$ cat config.mk
export PLATFORM = sky130hd
export DESIGN_NAME = uart_cmd_loader
export DESIGN_NICKNAME = d
export VERILOG_FILES = /design/src/rtl/uart_cmd_pkg.sv /design/src/rtl/uart_tx_ser.sv /design/src/rtl/uart_cmd_loader.sv
export SDC_FILE = /design/constraint.sdc
export NUM_CORES = 1
export LEC_CHECK = 0
export BUFFER_PORTS_ARGS = -buffer_cell sky130_fd_sc_hd__clkbuf_2
export CORE_ASPECT_RATIO = 1.25
export CORE_MARGIN = 1.5
export CORE_UTILIZATION = 53
export CTS_BUF_LIST = sky130_fd_sc_hd__clkbuf_8
export DETAILED_ROUTE_END_ITERATION = 8
export PLACE_DENSITY = 0.77
export SLEW_MARGIN = 10
export SYNTH_ARGS = -nofsm -noshare
export SYNTH_HDL_FRONTEND = slang
export SYNTH_HIERARCHICAL = 1
export SYNTH_SLANG_ARGS = --single-unit
$ cat constraint.sdc
create_clock -name clk -period 2.2 [get_ports clk]
set_input_delay 0.44 -clock clk [delete_from_list [all_inputs] [get_ports clk]]
set_output_delay 0.44 -clock clk [all_outputs]
set_load 0.005 [all_outputs]
$ cat src/rtl/uart_cmd_pkg.sv
// Shared definitions for the command loader: FSM encoding, protocol ASCII
// constants and the nibble-to-hex helper.
package uart_cmd_pkg;

   typedef enum logic [3:0] {
      IDLE, HDR_CMD, HDR_ADR, HDR_CR, HDR_LF, RD_REQ, RD_WAIT,
      DAT, DAT_CR, DAT_LF, END_CMD, END_CR, END_LF, DRAIN
   } state_e;

   localparam logic [7:0] ASCII_CR  = 8'h0D;
   localparam logic [7:0] ASCII_LF  = 8'h0A;
   localparam logic [7:0] ASCII_CMD = 8'h69;
   localparam logic [7:0] ASCII_END = 8'h65;

   // Lowercase hex digit: 0-9 -> '0'..'9', a-f -> 'a'..'f'
   function automatic logic [7:0] nib2asc(input logic [3:0] n);
      return (n < 4'd10) ? (8'h30 + {4'h0, n}) : (8'h57 + {4'h0, n});
   endfunction

endpackage

$ cat src/rtl/uart_tx_ser.sv
// 8N1 serializer: start bit, 8 data bits LSB first, stop bit, CLK_DIV clocks
// per bit. Ready in the final stop-bit cycle so frames can abut.
module uart_tx_ser #(
   parameter int CLK_DIV = 434
) (
   input  logic       clk,
   input  logic       rst,
   input  logic [7:0] byte_data,
   input  logic       byte_valid,
   output logic       byte_ready,
   output logic       tx,
   output logic       tx_idle
);

   localparam int BW = (CLK_DIV > 1) ? $clog2(CLK_DIV) : 1;

   logic [BW-1:0] baud_q, baud_d;
   logic [3:0]    bit_q, bit_d;
   logic [9:0]    sh_q, sh_d;
   logic          act_q, act_d;
   logic          bit_end, last;

   assign bit_end    = (baud_q == BW'(CLK_DIV - 1));
   assign last       = act_q && (bit_q == 4'd9) && bit_end;
   assign byte_ready = !act_q || last;
   assign tx         = sh_q[0];
   assign tx_idle    = !act_q;

   always_comb begin
      baud_d = baud_q;
      bit_d  = bit_q;
      sh_d   = sh_q;
      act_d  = act_q;
      if (byte_valid && byte_ready) begin
         sh_d   = {1'b1, byte_data, 1'b0};
         bit_d  = 4'd0;
         baud_d = '0;
         act_d  = 1'b1;
      end else if (act_q) begin
         if (bit_end) begin
            baud_d = '0;
            if (bit_q == 4'd9) begin
               act_d = 1'b0;
               sh_d  = '1;
            end else begin
               bit_d = bit_q + 4'd1;
               sh_d  = {1'b1, sh_q[9:1]};
            end
         end else begin
            baud_d = baud_q + BW'(1);
         end
      end
   end

   always_ff @(posedge clk) begin
      if (rst) begin
         baud_q <= '0;
         bit_q  <= 4'd0;
         sh_q   <= '1;
         act_q  <= 1'b0;
      end else begin
         baud_q <= baud_d;
         bit_q  <= bit_d;
         sh_q   <= sh_d;
         act_q  <= act_d;
      end
   end

endmodule

$ cat src/rtl/uart_cmd_loader.sv
// Streams a block of ROM words to the monitor as an ASCII instruction-write
// command ("i<addr>\r\n" <words> "e\r\n") over an 8N1 line.
module uart_cmd_loader
   import uart_cmd_pkg::*;
#(
   parameter int         AWIDTH   = 12,
   parameter int         CNT_W    = 13,
   parameter int         CLK_DIV  = 434,
   parameter logic [7:0] CMD_CHAR = uart_cmd_pkg::ASCII_CMD,
   parameter logic [7:0] END_CHAR = uart_cmd_pkg::ASCII_END
) (
   input  logic              clk,
   input  logic              rst,
   input  logic              start,
   input  logic [29:0]       start_adr,
   input  logic [AWIDTH-1:0] rom_base,
   input  logic [CNT_W-1:0]  word_count,
   output logic [AWIDTH-1:0] rom_radr,
   input  logic [31:0]       rom_rdata,
   output logic              busy,
   output logic              done,
   output logic              tx
);

   state_e            state_q, state_d;
   logic [2:0]        nib_q, nib_d;
   logic [CNT_W-1:0]  words_q, words_d;
   logic [AWIDTH-1:0] idx_q, idx_d, base_q, base_d, radr_q, radr_d;
   logic [31:0]       sh_q, sh_d;
   logic              wait_q, wait_d, busy_q, busy_d, done_q, done_d;
   logic [7:0]        byte_data;
   logic              byte_valid, byte_ready, ser_idle;

   assign rom_radr = radr_q;
   assign busy     = busy_q;
   assign done     = done_q;

   uart_tx_ser #(.CLK_DIV(CLK_DIV)) u_ser (
      .clk        (clk),
      .rst        (rst),
      .byte_data  (byte_data),
      .byte_valid (byte_valid),
      .byte_ready (byte_ready),
      .tx         (tx),
      .tx_idle    (ser_idle)
   );

   always_comb begin
      state_d    = state_q;
      nib_d      = nib_q;
      words_d    = words_q;
      idx_d      = idx_q;
      base_d     = base_q;
      sh_d       = sh_q;
      wait_d     = wait_q;
      radr_d     = radr_q;
      busy_d     = busy_q;
      done_d     = 1'b0;
      byte_valid = 1'b0;
      byte_data  = 8'h00;
      case (state_q)
         IDLE: if (start && ser_idle) begin
            sh_d    = {start_adr, 2'b00};
            base_d  = rom_base;
            words_d = word_count;
            idx_d   = '0;
            nib_d   = 3'd0;
            state_d = HDR_CMD;
         end
         // busy rises with the first start bit so it spans exactly the frames
         HDR_CMD: begin
            byte_valid = 1'b1;
            byte_data  = CMD_CHAR;
            if (byte_ready) begin
               busy_d  = 1'b1;
               state_d = HDR_ADR;
            end
         end
         HDR_ADR, DAT: begin
            byte_valid = 1'b1;
            byte_data  = nib2asc(sh_q[31:28]);
            if (byte_ready) begin
               sh_d  = {sh_q[27:0], 4'h0};
               nib_d = nib_q + 3'd1;
               if (nib_q == 3'd7) state_d = (state_q == HDR_ADR) ? HDR_CR : DAT_CR;
            end
         end
         HDR_CR, DAT_CR, END_CR: begin
            byte_valid = 1'b1;
            byte_data  = ASCII_CR;
            if (byte_ready)
               state_d = (state_q == HDR_CR) ? HDR_LF : (state_q == DAT_CR) ? DAT_LF : END_LF;
         end
         HDR_LF: begin
            byte_valid = 1'b1;
            byte_data  = ASCII_LF;
            if (byte_ready) state_d = (words_q == '0) ? END_CMD : RD_REQ;
         end
         RD_REQ: begin
            radr_d  = base_q + idx_q;
            wait_d  = 1'b0;
            state_d = RD_WAIT;
         end
         // one spare cycle lets the synchronous ROM present the new word
         RD_WAIT: begin
            if (wait_q) begin
               sh_d    = rom_rdata;
               nib_d   = 3'd0;
               state_d = DAT;
            end else begin
               wait_d = 1'b1;
            end
         end
         DAT_LF: begin
            byte_valid = 1'b1;
            byte_data  = ASCII_LF;
            if (byte_ready) begin
               words_d = words_q - CNT_W'(1);
               if (words_q == CNT_W'(1)) begin
                  state_d = END_CMD;
               end else begin
                  idx_d   = idx_q + AWIDTH'(1);
                  state_d = RD_REQ;
               end
            end
         end
         END_CMD: begin
            byte_valid = 1'b1;
            byte_data  = END_CHAR;
            if (byte_ready) state_d = END_CR;
         end
         END_LF: begin
            byte_valid = 1'b1;
            byte_data  = ASCII_LF;
            if (byte_ready) state_d = DRAIN;
         end
         // ready here means the last stop bit is in its final cycle
         DRAIN: if (byte_ready) begin
            busy_d  = 1'b0;
            done_d  = 1'b1;
            state_d = IDLE;
         end
         default: state_d = IDLE;
      endcase
   end

   always_ff @(posedge clk) begin
      if (rst) begin
         state_q <= IDLE;
         nib_q   <= 3'd0;
         words_q <= '0;
         idx_q   <= '0;
         base_q  <= '0;
         sh_q    <= '0;
         wait_q  <= 1'b0;
         radr_q  <= '0;
         busy_q  <= 1'b0;
         done_q  <= 1'b0;
      end else begin
         state_q <= state_d;
         nib_q   <= nib_d;
         words_q <= words_d;
         idx_q   <= idx_d;
         base_q  <= base_d;
         sh_q    <= sh_d;
         wait_q  <= wait_d;
         radr_q  <= radr_d;
         busy_q  <= busy_d;
         done_q  <= done_d;
      end
   end

endmodule

==> results.toml <==
[status]
status = "finished, final reports clean"

[setup_path]
worstPathArrival_ns = 2.50
rrSetupSlack_ns = 0.06
criticalPathCategory = "reg -> reg"
crit-reg2reg-capture = "sh_q[1]"
r2r_start = "u_ser/baud_q[1]"
crit_path_end_kind = "register"
startpoint_type = "register"
worst-path-max-fanout = 8
critPathRequiredTime_ns = 2.57
worst-r2r-cell-count = 13

[routing]
dr.pass1.iters = 8
wl_per_cell_um = 16.2
dr_total_vias = 6434
drt-initial-drc-count = 506
drt_wl_total_um = 17300
viasPerCell = 6.01
post_drt_antenna_nets = 0
remaining_drc_errors = 0

[clock_tree]
clock_tree_from_tritoncts = "yes"
htree_levels = 4
cts-hold-fix-buffers = 0
clk_latency_ns = 0.44
clock_edge_transition_at_the_registers_on_the_reported_setup_and_hold_paths_ns = 0.07
root_buffer = "sky130_fd_sc_hd__clkbuf_8"
numCtsBuffers = 17
numClockSinks = 114
clock_tree.buffer_depth = 2

[synth]
synth_top_family_by_area = "compound AO/OA/AOI/OAI gates"
synth_largest_area_cell = "sky130_fd_sc_hd__dfxtp_1"
avgSynthCellArea_um2 = 8.28
yosys.area_share.adder = 0.0461
synth_seq_area_share = 0.356
post_synth_instance_area_mm2 = 0.00641
synth_compound_area_frac = 0.276
synthesis.instances = 774
yosysMostFrequentCell = "sky130_fd_sc_hd__dfxtp_1"
yosysTopAreaCellShare = 0.356
synth-edff-count = 0
yosys.area_share.xor_xnor = 0.0383
synth_simple_gate_area_share = 0.215
async_reset_ff_frac = 0
yosysUniqueCellTypes = 80
ys.warnings.count = 6
synth-main-ff-cell = "sky130_fd_sc_hd__dfxtp_1"
synth.cells.most_frequent = "sky130_fd_sc_hd__dfxtp_1, sky130_fd_sc_hd__nor2_1, sky130_fd_sc_hd__a21oi_1, sky130_fd_sc_hd__nand2_1"
post_synth_main_area_contributors = "sky130_fd_sc_hd__dfxtp_1, sky130_fd_sc_hd__nor2_1, sky130_fd_sc_hd__a21oi_1"
postSynthRegisterBits = 114
synthMuxAreaShare = 0.00664

[die]
initial_standard_cell_utilization_of_the_core = 0.546
floorplan.die.height_um = 126
dieArea_mm2 = 0.0128
std_cell_rows = 44
top_level_ports = 105
chipWidth_um = 101
floorplan.core_area_mm2 = 0.0117

[timing]
final_min_period_over_clock_period = 0.971
timing.clock.skew_ns = 0.00949
setup_total_negative_slack_ns = 0
hold_slack_ns = 0.222
post-route-worst-setup-slack_ns = 0.0632
final.min_clock_period_ns = 2.14
slew_violations = 0
setup_viol_count_final = 0
fmax_ghz = 0.468
setup_repair_after_global_routing_missed_its_margin = "true"
hold_viol_final = 0

[global_routing]
grt_use_met2 = 0.471
grt_util_met1 = 0.302
number_of_antenna_violations_at_the_first_check_in_global_routing = 0
grt_usage = 0.262
grt_start_max_net_pins = 43
grt-busiest-layer = "met2"
grt_overflow = 0
vias_in_the_first_global_route = 6078
gr-usage-met3 = 0.0560
wire_length_of_the_first_global_routing_pass_um = 27300

[worst_hold_path]
timing.hold.worst.class = "in -> reg"
whs_path_depth = 3
hold_crit_start = "rom_base[5]"
hold_worst_path_end = "base_q[5]"

[pwr]
worst_ir_drop_vdd_uv = 849
cellLeakagePower_nw = 3.31
cellPowerDensity_mw_per_mm2 = 1260
power.total_mw = 10.0

[finish]
utilization = 0.681
finish.net_count = 1010
antenna_cells = 0
fill_cells = 951
fin_area_mm2 = 0.00798
layout-drive-gt1-share = 0.279
area_delta_synth_final_pct = 24.6
layoutNonFillerInstCount = 1071

[place]
detailedPlacementHpwl_um = 11500
dpl_cell_area_mm2 = 0.00720
placement.setup.worst_slack_ns = -0.00422
gpl.final_weighted_congestion = 0.872
placement.io_buffers = 104
placed_cells_incl_taps = 1024

[run]
max_cap_viol_count = 0
==> worst max-delay path: stages (launching register included) <==
cell,delay [ns]
sky130_fd_sc_hd__dfxtp_2,0.32
sky130_fd_sc_hd__inv_2,0.05
sky130_fd_sc_hd__ha_2,0.15
sky130_fd_sc_hd__and4b_1,0.23
sky130_fd_sc_hd__nand3_2,0.10
sky130_fd_sc_hd__nand2_4,0.12
sky130_fd_sc_hd__inv_4,0.04
sky130_fd_sc_hd__a221oi_4,0.24
sky130_fd_sc_hd__o21ai_2,0.11
sky130_fd_sc_hd__nor2_4,0.11
sky130_fd_sc_hd__buf_12,0.16
sky130_fd_sc_hd__clkbuf_16,0.15
sky130_fd_sc_hd__nand3_1,0.09
sky130_fd_sc_hd__a21oi_1,0.18
==> power by group <==
group	total (mW)	internal [mW]	leakage (nW)	switching [mW]
combinational	5.23	2.47	2.18	2.76
sequential	2.90	2.53	0.934	0.362
clock	1.90	0.996	0.200	0.902
total	10.0	6.00	3.31	4.03
==> state kept, by name, indices dropped and copies added (netlist names), 3 cells and up <==
signal	count
base_q	12
idx_q	12
nib_q	3
rom_radr	12
sh_q	32
state_q	4
u_ser/baud_q	9
u_ser/bit_q	4
u_ser/sh_q	9
words_q	13
==> layout by cell type, fill, tap and decap left out, types with 8 or more instances in the layout <==
cell type / instances
sky130_fd_sc_hd__nor2_1: 108
sky130_fd_sc_hd__ha_1: 20
sky130_fd_sc_hd__nand4_1: 12
sky130_fd_sc_hd__nand2_1: 67
sky130_fd_sc_hd__xor2_1: 18
sky130_fd_sc_hd__nand3_1: 27
sky130_fd_sc_hd__a222oi_1: 28
sky130_fd_sc_hd__a21oi_1: 70
sky130_fd_sc_hd__nor3_1: 15
sky130_fd_sc_hd__clkbuf_2: 103
sky130_fd_sc_hd__clkbuf_8: 17
sky130_fd_sc_hd__a211oi_1: 17
sky130_fd_sc_hd__buf_4: 43
sky130_fd_sc_hd__dfxtp_1: 109
sky130_fd_sc_hd__o21ai_0: 22
sky130_fd_sc_hd__a211oi_2: 21
sky130_fd_sc_hd__xnor2_1: 10
sky130_fd_sc_hd__a31oi_1: 8
sky130_fd_sc_hd__inv_1: 19
sky130_fd_sc_hd__nand2b_1: 9
==> cell families (layout without fill, tap and decap cells) <==
| group | Yosys count | after routing |
|---|---|---|
| and+or+nand+nor | 288 | 288 |
| AOI/OAI and AO/OA | 237 | 237 |
| DFF | 114 | 114 |
| buffers and inverters | 79 | 214 |
| xor gates and xnor gates | 28 | 28 |
| adders and majority gates | 23 | 23 |
| muxes | 4 | 4 |
| other | 1 | 2 |
==> layout make-up <==
class / count / area [um2] / share of cell area
Sequential cell: 114 / 2290 / 0.287
Inverter: 20 / 80.1 / 0.0100
Clock inverter: 15 / 145 / 0.0182
Clock buffer: 17 / 234 / 0.0293
Tap cell: 161 / 201 / 0.0252
Multi-Input combinational cell: 582 / 3870 / 0.485
Timing Repair Buffer: 162 / 1160 / 0.146
==> per-layer routing <==
| layer | wire length, um | vias up |
|---|---|---|
| met1 | 7020 | 3082 |
| met3 | 877 | 28 |
| met2 | 9110 | 215 |
| met4 | 298 | 0 |
| met5 | 0 | - |
| li1 | - | 3109 |
==> worst max-delay path by stage <==
stage / from / to
6_report: u_ser/baud_q[1] / sh_q[1]
5_1_grt: u_ser/baud_q[1] / sh_q[1]
2_1_floorplan: u_ser/bit_q[0] / sh_q[30]
3_3_place_gp: u_ser/baud_q[1] / sh_q[14]
3_5_place_dp: u_ser/bit_q[1] / sh_q[24]
4_1_cts: u_ser/bit_q[1] / sh_q[24]
==> what timing repair did <==
item                       CTS  global route
buffers inserted             0             6
resized for setup            1            39
gates cloned                 1             8
hold endpoints to repair     0             0
pin swaps                    1            12
setup endpoints to repair   14            56
No activity file was read; power rests on OpenSTA's default activity.
